## config.mk

```make
export PLATFORM = sky130hd
export DESIGN_NAME = key_event_decoder
export DESIGN_NICKNAME = d
export VERILOG_FILES = /design/src/rtl/keyboard_pkg.sv /design/src/rtl/key_seq_timeout.sv /design/src/rtl/key_event_decoder.sv
export SDC_FILE = /design/constraint.sdc
export NUM_CORES = 1
export LEC_CHECK = 0
export CAP_MARGIN = 20
export CORE_MARGIN = 3
export CORE_UTILIZATION = 45
export DETAILED_ROUTE_END_ITERATION = 16
export HOLD_SLACK_MARGIN = 0.15
export PLACE_DENSITY_LB_ADDON = 0.15
export SETUP_SLACK_MARGIN = 0.1
export SYNTH_ARGS = -nofsm -noshare
export SYNTH_HDL_FRONTEND = slang
export SYNTH_HIERARCHICAL = 1
export SYNTH_SLANG_ARGS = --single-unit
export TNS_END_PERCENT = 10
```

## constraint.sdc

```tcl
create_clock -name clk -period 2.6 [get_ports clk]
set_clock_uncertainty 0.2 [all_clocks]
set_input_delay 0.26 -clock clk [delete_from_list [all_inputs] [get_ports clk]]
set_output_delay 0.26 -clock clk [all_outputs]
set_load 0.01 [all_outputs]
```

## src/rtl/keyboard_pkg.sv

```systemverilog
// keyboard_pkg
// Shared definitions for the PS/2 Set-2 key event decoder:
//   - decoder FSM state encoding
//   - prefix and status byte constants
//   - tracked-key table (index localparams) and lookup helpers
package keyboard_pkg;

  typedef enum logic [2:0] {
    ST_IDLE    = 3'd0,
    ST_EXT     = 3'd1,
    ST_BRK     = 3'd2,
    ST_EXT_BRK = 3'd3,
    ST_SKIP    = 3'd4
  } state_e;

  localparam logic [7:0] CODE_E0 = 8'hE0;
  localparam logic [7:0] CODE_E1 = 8'hE1;
  localparam logic [7:0] CODE_F0 = 8'hF0;

  // Keyboard status / handshake bytes that never start a key sequence
  localparam logic [7:0] CODE_ERR0  = 8'h00;
  localparam logic [7:0] CODE_BAT   = 8'hAA;
  localparam logic [7:0] CODE_ECHO  = 8'hEE;
  localparam logic [7:0] CODE_ACK   = 8'hFA;
  localparam logic [7:0] CODE_BATF  = 8'hFC;
  localparam logic [7:0] CODE_RESND = 8'hFE;
  localparam logic [7:0] CODE_ERR1  = 8'hFF;

  // Bytes remaining after E1 in the Pause make/break sequence
  localparam logic [2:0] PAUSE_SKIP = 3'd7;

  localparam int NUM_KEYS = 12;

  localparam logic [3:0] KEY_W     = 4'd0;
  localparam logic [3:0] KEY_A     = 4'd1;
  localparam logic [3:0] KEY_S     = 4'd2;
  localparam logic [3:0] KEY_D     = 4'd3;
  localparam logic [3:0] KEY_UP    = 4'd4;
  localparam logic [3:0] KEY_DOWN  = 4'd5;
  localparam logic [3:0] KEY_LEFT  = 4'd6;
  localparam logic [3:0] KEY_RIGHT = 4'd7;
  localparam logic [3:0] KEY_SPACE = 4'd8;
  localparam logic [3:0] KEY_ENTER = 4'd9;
  localparam logic [3:0] KEY_ESC   = 4'd10;
  localparam logic [3:0] KEY_P     = 4'd11;

  // Returns {hit, index}; index is meaningful only when hit is 1.
  function automatic logic [4:0] key_lookup(input logic ext, input logic [7:0] code);
    logic [4:0] res;
    res = 5'd0;
    case ({ext, code})
      {1'b0, 8'h1D}: res = {1'b1, KEY_W};
      {1'b0, 8'h1C}: res = {1'b1, KEY_A};
      {1'b0, 8'h1B}: res = {1'b1, KEY_S};
      {1'b0, 8'h23}: res = {1'b1, KEY_D};
      {1'b1, 8'h75}: res = {1'b1, KEY_UP};
      {1'b1, 8'h72}: res = {1'b1, KEY_DOWN};
      {1'b1, 8'h6B}: res = {1'b1, KEY_LEFT};
      {1'b1, 8'h74}: res = {1'b1, KEY_RIGHT};
      {1'b0, 8'h29}: res = {1'b1, KEY_SPACE};
      {1'b0, 8'h5A}: res = {1'b1, KEY_ENTER};
      {1'b0, 8'h76}: res = {1'b1, KEY_ESC};
      {1'b0, 8'h4D}: res = {1'b1, KEY_P};
      default:       res = 5'd0;
    endcase
    return res;
  endfunction

  function automatic logic is_status_byte(input logic [7:0] code);
    return (code == CODE_ERR0) || (code == CODE_BAT) || (code == CODE_ECHO) ||
           (code == CODE_ACK) || (code == CODE_BATF) || (code == CODE_RESND) ||
           (code == CODE_ERR1);
  endfunction

endpackage

```

## src/rtl/key_seq_timeout.sv

```systemverilog
// key_seq_timeout
// Loadable 21-bit down-counter that flags an abandoned scan-code sequence.
//   clk, rst_n  : clock, asynchronous active-low reset
//   load_value  : value loaded on clear
//   clear       : reload the counter (a byte arrived)
//   run         : count down (a sequence is in progress)
//   expire      : high while running with the counter at zero
module key_seq_timeout (
  input  logic        clk,
  input  logic        rst_n,
  input  logic [20:0] load_value,
  input  logic        clear,
  input  logic        run,
  output logic        expire
);

  logic [20:0] cnt_q, cnt_d;

  always_comb begin
    cnt_d = cnt_q;
    if (clear) begin
      cnt_d = load_value;
    end else if (run && (cnt_q != 21'd0)) begin
      cnt_d = cnt_q - 21'd1;
    end
  end

  always_ff @(posedge clk or negedge rst_n) begin
    if (!rst_n) cnt_q <= 21'd0;
    else        cnt_q <= cnt_d;
  end

  assign expire = run && (cnt_q == 21'd0);

endmodule

```

## src/rtl/key_event_decoder.sv

```systemverilog
// key_event_decoder
// Decodes the PS/2 Set-2 byte stream into press/release events and a held-key
// mask for the tracked keys in keyboard_pkg.
//   clk, rst_n             : clock, asynchronous active-low reset
//   data_in, data_valid    : received byte and its one-cycle strobe
//   event_valid            : one-cycle pulse, event_* fields valid (held after)
//   event_code/ext/break   : final scan code, E0 seen, release flag
//   key_state              : held mask of tracked keys
//   seq_error              : one-cycle pulse on timeout or bad prefix order
//   dbg_state              : current decoder state
// Handshake: data_valid is a one-cycle strobe with no ready; every byte is
// consumed in its strobe cycle and results appear one clock later.
module key_event_decoder
  import keyboard_pkg::*;
#(
  parameter int unsigned TIMEOUT_CYCLES  = 1_300_000,
  parameter int unsigned SUPPRESS_REPEAT = 1
) (
  input  logic                clk,
  input  logic                rst_n,
  input  logic [7:0]          data_in,
  input  logic                data_valid,
  output logic                event_valid,
  output logic [7:0]          event_code,
  output logic                event_ext,
  output logic                event_break,
  output logic [NUM_KEYS-1:0] key_state,
  output logic                seq_error,
  output state_e              dbg_state
);

  localparam logic [20:0] TIMEOUT_LOAD = 21'(TIMEOUT_CYCLES - 1);

  state_e              state_q, state_d;
  logic [2:0]          skip_q, skip_d;
  logic                event_valid_q, event_valid_d;
  logic [7:0]          event_code_q, event_code_d;
  logic                event_ext_q, event_ext_d;
  logic                event_break_q, event_break_d;
  logic [NUM_KEYS-1:0] key_state_q, key_state_d;
  logic                seq_error_q, seq_error_d;

  logic                expire;
  logic                emit_req, emit_ext, emit_brk;
  logic [4:0]          lookup;
  logic [NUM_KEYS-1:0] key_mask;
  logic                is_repeat;

  key_seq_timeout u_timeout (
    .clk        (clk),
    .rst_n      (rst_n),
    .load_value (TIMEOUT_LOAD),
    .clear      (data_valid),
    .run        (state_q != ST_IDLE),
    .expire     (expire)
  );

  // Sequence decoding: decides whether this byte ends a sequence
  always_comb begin
    state_d     = state_q;
    skip_d      = skip_q;
    seq_error_d = 1'b0;
    emit_req    = 1'b0;
    emit_ext    = 1'b0;
    emit_brk    = 1'b0;
    if (data_valid) begin
      // A byte on the terminal-count cycle takes priority over the timeout
      case (state_q)
        ST_IDLE: begin
          if (data_in == CODE_E0) begin
            state_d = ST_EXT;
          end else if (data_in == CODE_F0) begin
            state_d = ST_BRK;
          end else if (data_in == CODE_E1) begin
            state_d = ST_SKIP;
            skip_d  = PAUSE_SKIP;
          end else if (!is_status_byte(data_in)) begin
            emit_req = 1'b1;
          end
        end
        ST_EXT: begin
          if (data_in == CODE_F0) begin
            state_d = ST_EXT_BRK;
          end else if ((data_in == CODE_E0) || (data_in == CODE_E1)) begin
            seq_error_d = 1'b1;
            state_d     = ST_IDLE;
          end else begin
            emit_req = 1'b1;
            emit_ext = 1'b1;
            state_d  = ST_IDLE;
          end
        end
        ST_BRK, ST_EXT_BRK: begin
          state_d = ST_IDLE;
          if ((data_in == CODE_E0) || (data_in == CODE_E1) || (data_in == CODE_F0)) begin
            seq_error_d = 1'b1;
          end else begin
            emit_req = 1'b1;
            emit_brk = 1'b1;
            emit_ext = (state_q == ST_EXT_BRK);
          end
        end
        ST_SKIP: begin
          skip_d = skip_q - 3'd1;
          if (skip_q <= 3'd1) begin
            skip_d  = 3'd0;
            state_d = ST_IDLE;
          end
        end
        default: state_d = ST_IDLE;
      endcase
    end else if (expire) begin
      seq_error_d = 1'b1;
      state_d     = ST_IDLE;
      skip_d      = 3'd0;
    end
  end

  // Event generation and held-mask update
  always_comb begin
    event_valid_d = 1'b0;
    event_code_d  = event_code_q;
    event_ext_d   = event_ext_q;
    event_break_d = event_break_q;
    key_state_d   = key_state_q;
    lookup        = key_lookup(emit_ext, data_in);
    key_mask      = lookup[4] ? (NUM_KEYS'(1) << lookup[3:0]) : '0;
    is_repeat     = !emit_brk && (SUPPRESS_REPEAT != 0) && ((key_state_q & key_mask) != '0);
    if (emit_req) begin
      if (!is_repeat) begin
        event_valid_d = 1'b1;
        event_code_d  = data_in;
        event_ext_d   = emit_ext;
        event_break_d = emit_brk;
      end
      if (emit_brk) key_state_d = key_state_q & ~key_mask;
      else          key_state_d = key_state_q | key_mask;
    end
  end

  always_ff @(posedge clk or negedge rst_n) begin
    if (!rst_n) begin
      state_q       <= ST_IDLE;
      skip_q        <= 3'd0;
      event_valid_q <= 1'b0;
      event_code_q  <= 8'd0;
      event_ext_q   <= 1'b0;
      event_break_q <= 1'b0;
      key_state_q   <= '0;
      seq_error_q   <= 1'b0;
    end else begin
      state_q       <= state_d;
      skip_q        <= skip_d;
      event_valid_q <= event_valid_d;
      event_code_q  <= event_code_d;
      event_ext_q   <= event_ext_d;
      event_break_q <= event_break_d;
      key_state_q   <= key_state_d;
      seq_error_q   <= seq_error_d;
    end
  end

  assign event_valid = event_valid_q;
  assign event_code  = event_code_q;
  assign event_ext   = event_ext_q;
  assign event_break = event_break_q;
  assign key_state   = key_state_q;
  assign seq_error   = seq_error_q;
  assign dbg_state   = state_q;

endmodule

```

==> impl_metrics.tcl <==
set metrics [dict create \
    num_antenna_cells 0 \
    ant_nets 0 \
    rows 30 \
    stdcell_area_sq_um 4672 \
    drtPass1Iterations 4 \
    placed_cell_area_sq_um 4279 \
    peakVddDrop_mv 0.2724 \
    yosys.area.top_type "dfrtp_1" \
    ys.warnings.count 6 \
    synthDistinctLibCells 65 \
    num-fill-cells 563 \
    antenna_found_initial 0 \
    io_pins 38 \
    syn2layout_area_growth_pct 40.38 \
    first_iter_violations 112 \
    final_nets 496 \
    coreArea_sq_um 6982 \
    chipHeight_um 92 \
    leakagePower_nw 2.040 \
    final_cell_count_no_fill 579 \
    hp-class "primary input to flip-flop" \
    cts.clk_slew.worst_paths_ps 90 \
    async_flop_share 1.000 \
    drc 0 \
    syn_area_per_cell_sq_um 9.169 \
    final_common_cell "buf_4" \
    slew_violations 0 \
    placed_cells 563 \
    clock_power_share 0.318 \
    cts.sinks 51 \
    slew-limit-headroom 0.6106 \
    switchingPower_w 0.0005187 \
    crit_fanout 8 \
    syn_area_sq_um 3328 \
    end_kind "flip-flop" \
    hold_violations 0 \
    critPathKind "primary input to flip-flop" \
    postSynthCellCount 363 \
    ys_seq_area_frac 0.3835 \
    die_area_sq_um 8464 \
    max_cap_violations 0 \
    setup_violations 0 \
    cts.path.max_buffers 2 \
    wire_per_inst_um 15.03 \
    detail_route.vias_per_cell 5.382 \
    power_frac_seq 0.481 \
    synth_area_leaders "dfrtp_1 (38%), mux2_4 (4.1%), nand2_1 (4.1%), o21ai_0 (3.5%), nor2_1 (3.0%)" \
    cts_root_buf "clkbuf_8" \
    synth-edff-count 0 \
    start_util 0.4767 \
    die_x_um 92 \
    rsz0062_at_grt "yes" \
    tritoncts "built" \
    numCtsBuffers 5 \
    synth_ff_type "dfrtp_1" \
    clock_latency_ps 310 \
    power_density_nw_per_um2 401.2 \
    grt_pass1_wl_um 14590 \
    drive_gt1_frac 0.2857 \
    grt_start_max_net_pins 27 \
    pwr-share-comb 0.201 \
    worst_ep_arrival_time_ps 2580 \
    fmax_ghz 0.3871 \
    start_kind "primary input" \
    gp_congestion 0.8653 \
    ys_seq_elements 51 \
    io_buffers 37 \
    htree_levels 2 \
    worstPathRequired_ps 2600 \
    timing.final.crit_share 0.9937 \
    outcome "complete, no violations" \
    multi_input_area_sq_um 2186 \
    fin_crit_ps 2584 \
    yosysTopAreaCellShare 0.3835 \
    mostFrequentLayoutCells "buf_4 (65), dfrtp_1 (51), nand2_1 (35)" \
    register_area_sq_um 1276 \
    dp_hpwl_um 6159 \
    grt-ovfl-total 0 \
    worstMarginPinSlew_ps 578.7 \
    vias 3116 \
    sw_frac_of_total 0.2768 \
    wl_um 8701 \
    grt_usage 0.2124 \
    grt_pass1_vias 3190 \
    internal-power_w 0.001355 \
]
[synth_stat cells, types with 2 or more instances]
library cell  count
a211oi_1          5
nor2b_1           4
nand2b_1          5
o32ai_1           2
xnor2_1          10
or3_1             4
a31oi_1           3
and3_1            4
o21ai_1           8
o31ai_1           6
or4_1             4
o211ai_1          5
mux2i_1           8
nor3b_1           3
nand4b_1          2
nor2_1           27
mux2_4            9
nand3_1          14
o41ai_1           2
a21oi_1           9
o21ai_0          23
xor2_1            7
nand3b_1          3
buf_6             3
inv_1            14
nor4bb_1          3
dfrtp_1          51
mux2_1            3
or2_2             5
o21bai_1          2
buf_2             3
nor4_1           11
mux2_2            3
or4_4             3
ha_1              3
nor4b_1           3
and4_1            2
nand4_1           7
and2_1            3
nor3_1            6
o22ai_1           2
conb_1            2
nand2_1          36
clkbuf_1         10
[power by group through the flow]
stage               clock (W)  sequential [W]  combinational, W
floorplan                   0        0.000914          0.000186
global placement            0        0.000913          0.000337
detailed placement          0        0.000915          0.000346
CTS                  0.000607        0.000901          0.000368
global route         0.000642        0.000910          0.000416
finish               0.000595        0.000902          0.000377
[per-stage QoR]
stage | power (W) | util | TNS, ps | hold slack (ps) | setup slack (ps)
floorplan | 0.001099 | - | -1546 | -235.6 | -171.8
global placement | 0.001250 | 0.6129 | -12220 | 6.157 | -727.9
detailed placement | 0.001261 | 0.6129 | -13890 | 8.793 | -821.9
CTS | 0.001876 | 0.6550 | -4.277 | 152.5 | -4.277
global route | 0.001968 | 0.6692 | -207.9 | 168.6 | -34.76
finish | 0.001874 | 0.6692 | 0 | 156.2 | 16.45
[repair_timing]
| item | CTS | global route |
|---|---|---|
| cloned | 1 | 0 |
| gates resized for setup | 48 | 24 |
| endpoints found under the setup margin | 20 | 26 |
| buffers inserted | 2 | 1 |
| endpoints found under the hold margin | 54 | 0 |
| pin swaps | 12 | 10 |
| hold buffers | 4 | 0 |
[layout make-up]
| class | instances | area share |
|---|---|---|
| clock buffers | 6 | 0.01768 |
| clock inverters | 2 | 0.007499 |
| inverters | 15 | 0.01205 |
| multi-input cells | 300 | 0.4679 |
| flip-flops and latches | 51 | 0.2732 |
| well taps | 96 | 0.02571 |
| repair buffers | 109 | 0.1960 |
[cells by family (layout without fill, tap and decap cells)]
kind of cell               Yosys count  count (layout)  share of synthesized area
AOI/OAI and AO/OA                   79              79                     0.1564
other                                2              21                   0.002256
and+or+nand+nor                    155             156                     0.2650
DFF                                 51              51                     0.3835
adders and majority gates            3               3                    0.01128
buffers and inverters               32             132                    0.04511
muxes                               24              24                    0.09173
xor gates and xnor gates            17              17                    0.04474
[metal layers]
layer | part of all wire | track usage | up-vias
li1 | - | - | 1544
met1 | 0.43 | 0.2540 | 1501
met2 | 0.52 | 0.3905 | 57
met3 | 0.031 | 0.03035 | 14
met4 | 0.017 | 0.06559 | 0
met5 | 0 | 0 | -
[worst max-delay path, stage by stage]
cell and delay (ps):
clkdlybuf4s15_2 270, and3_1 220, nor3b_1 140, buf_4 140
a311oi_4 360, nand2_2 130, o32ai_2 250, a2bb2oi_2 90
o21ai_2 150, buf_6 160, nand2_8 80, mux2_4 330
[final timing paths]
path                                          startpoint                              to  slack, ps  cells after the start
worst max-delay path                          data_in[4]       event_code[4]$_DFFE_PN0P_         20                     12
worst min-delay path                          data_in[5]       event_code[5]$_DFFE_PN0P_        160                      3
worst max register to register  dbg_state[2]$_DFFE_PN0P_       event_code[4]$_DFFE_PN0P_         60                     11
worst min register to register   event_break$_DFFE_PN0P_         event_break$_DFFE_PN0P_        320                      2
max in group asynchronous                          rst_n        dbg_state[0]$_DFFE_PN0P_       1370                      3
min in group asynchronous                          rst_n  u_timeout/cnt_q[1]$_DFFE_PN0P_        190                      2
(Power assumes the default switching activity.)
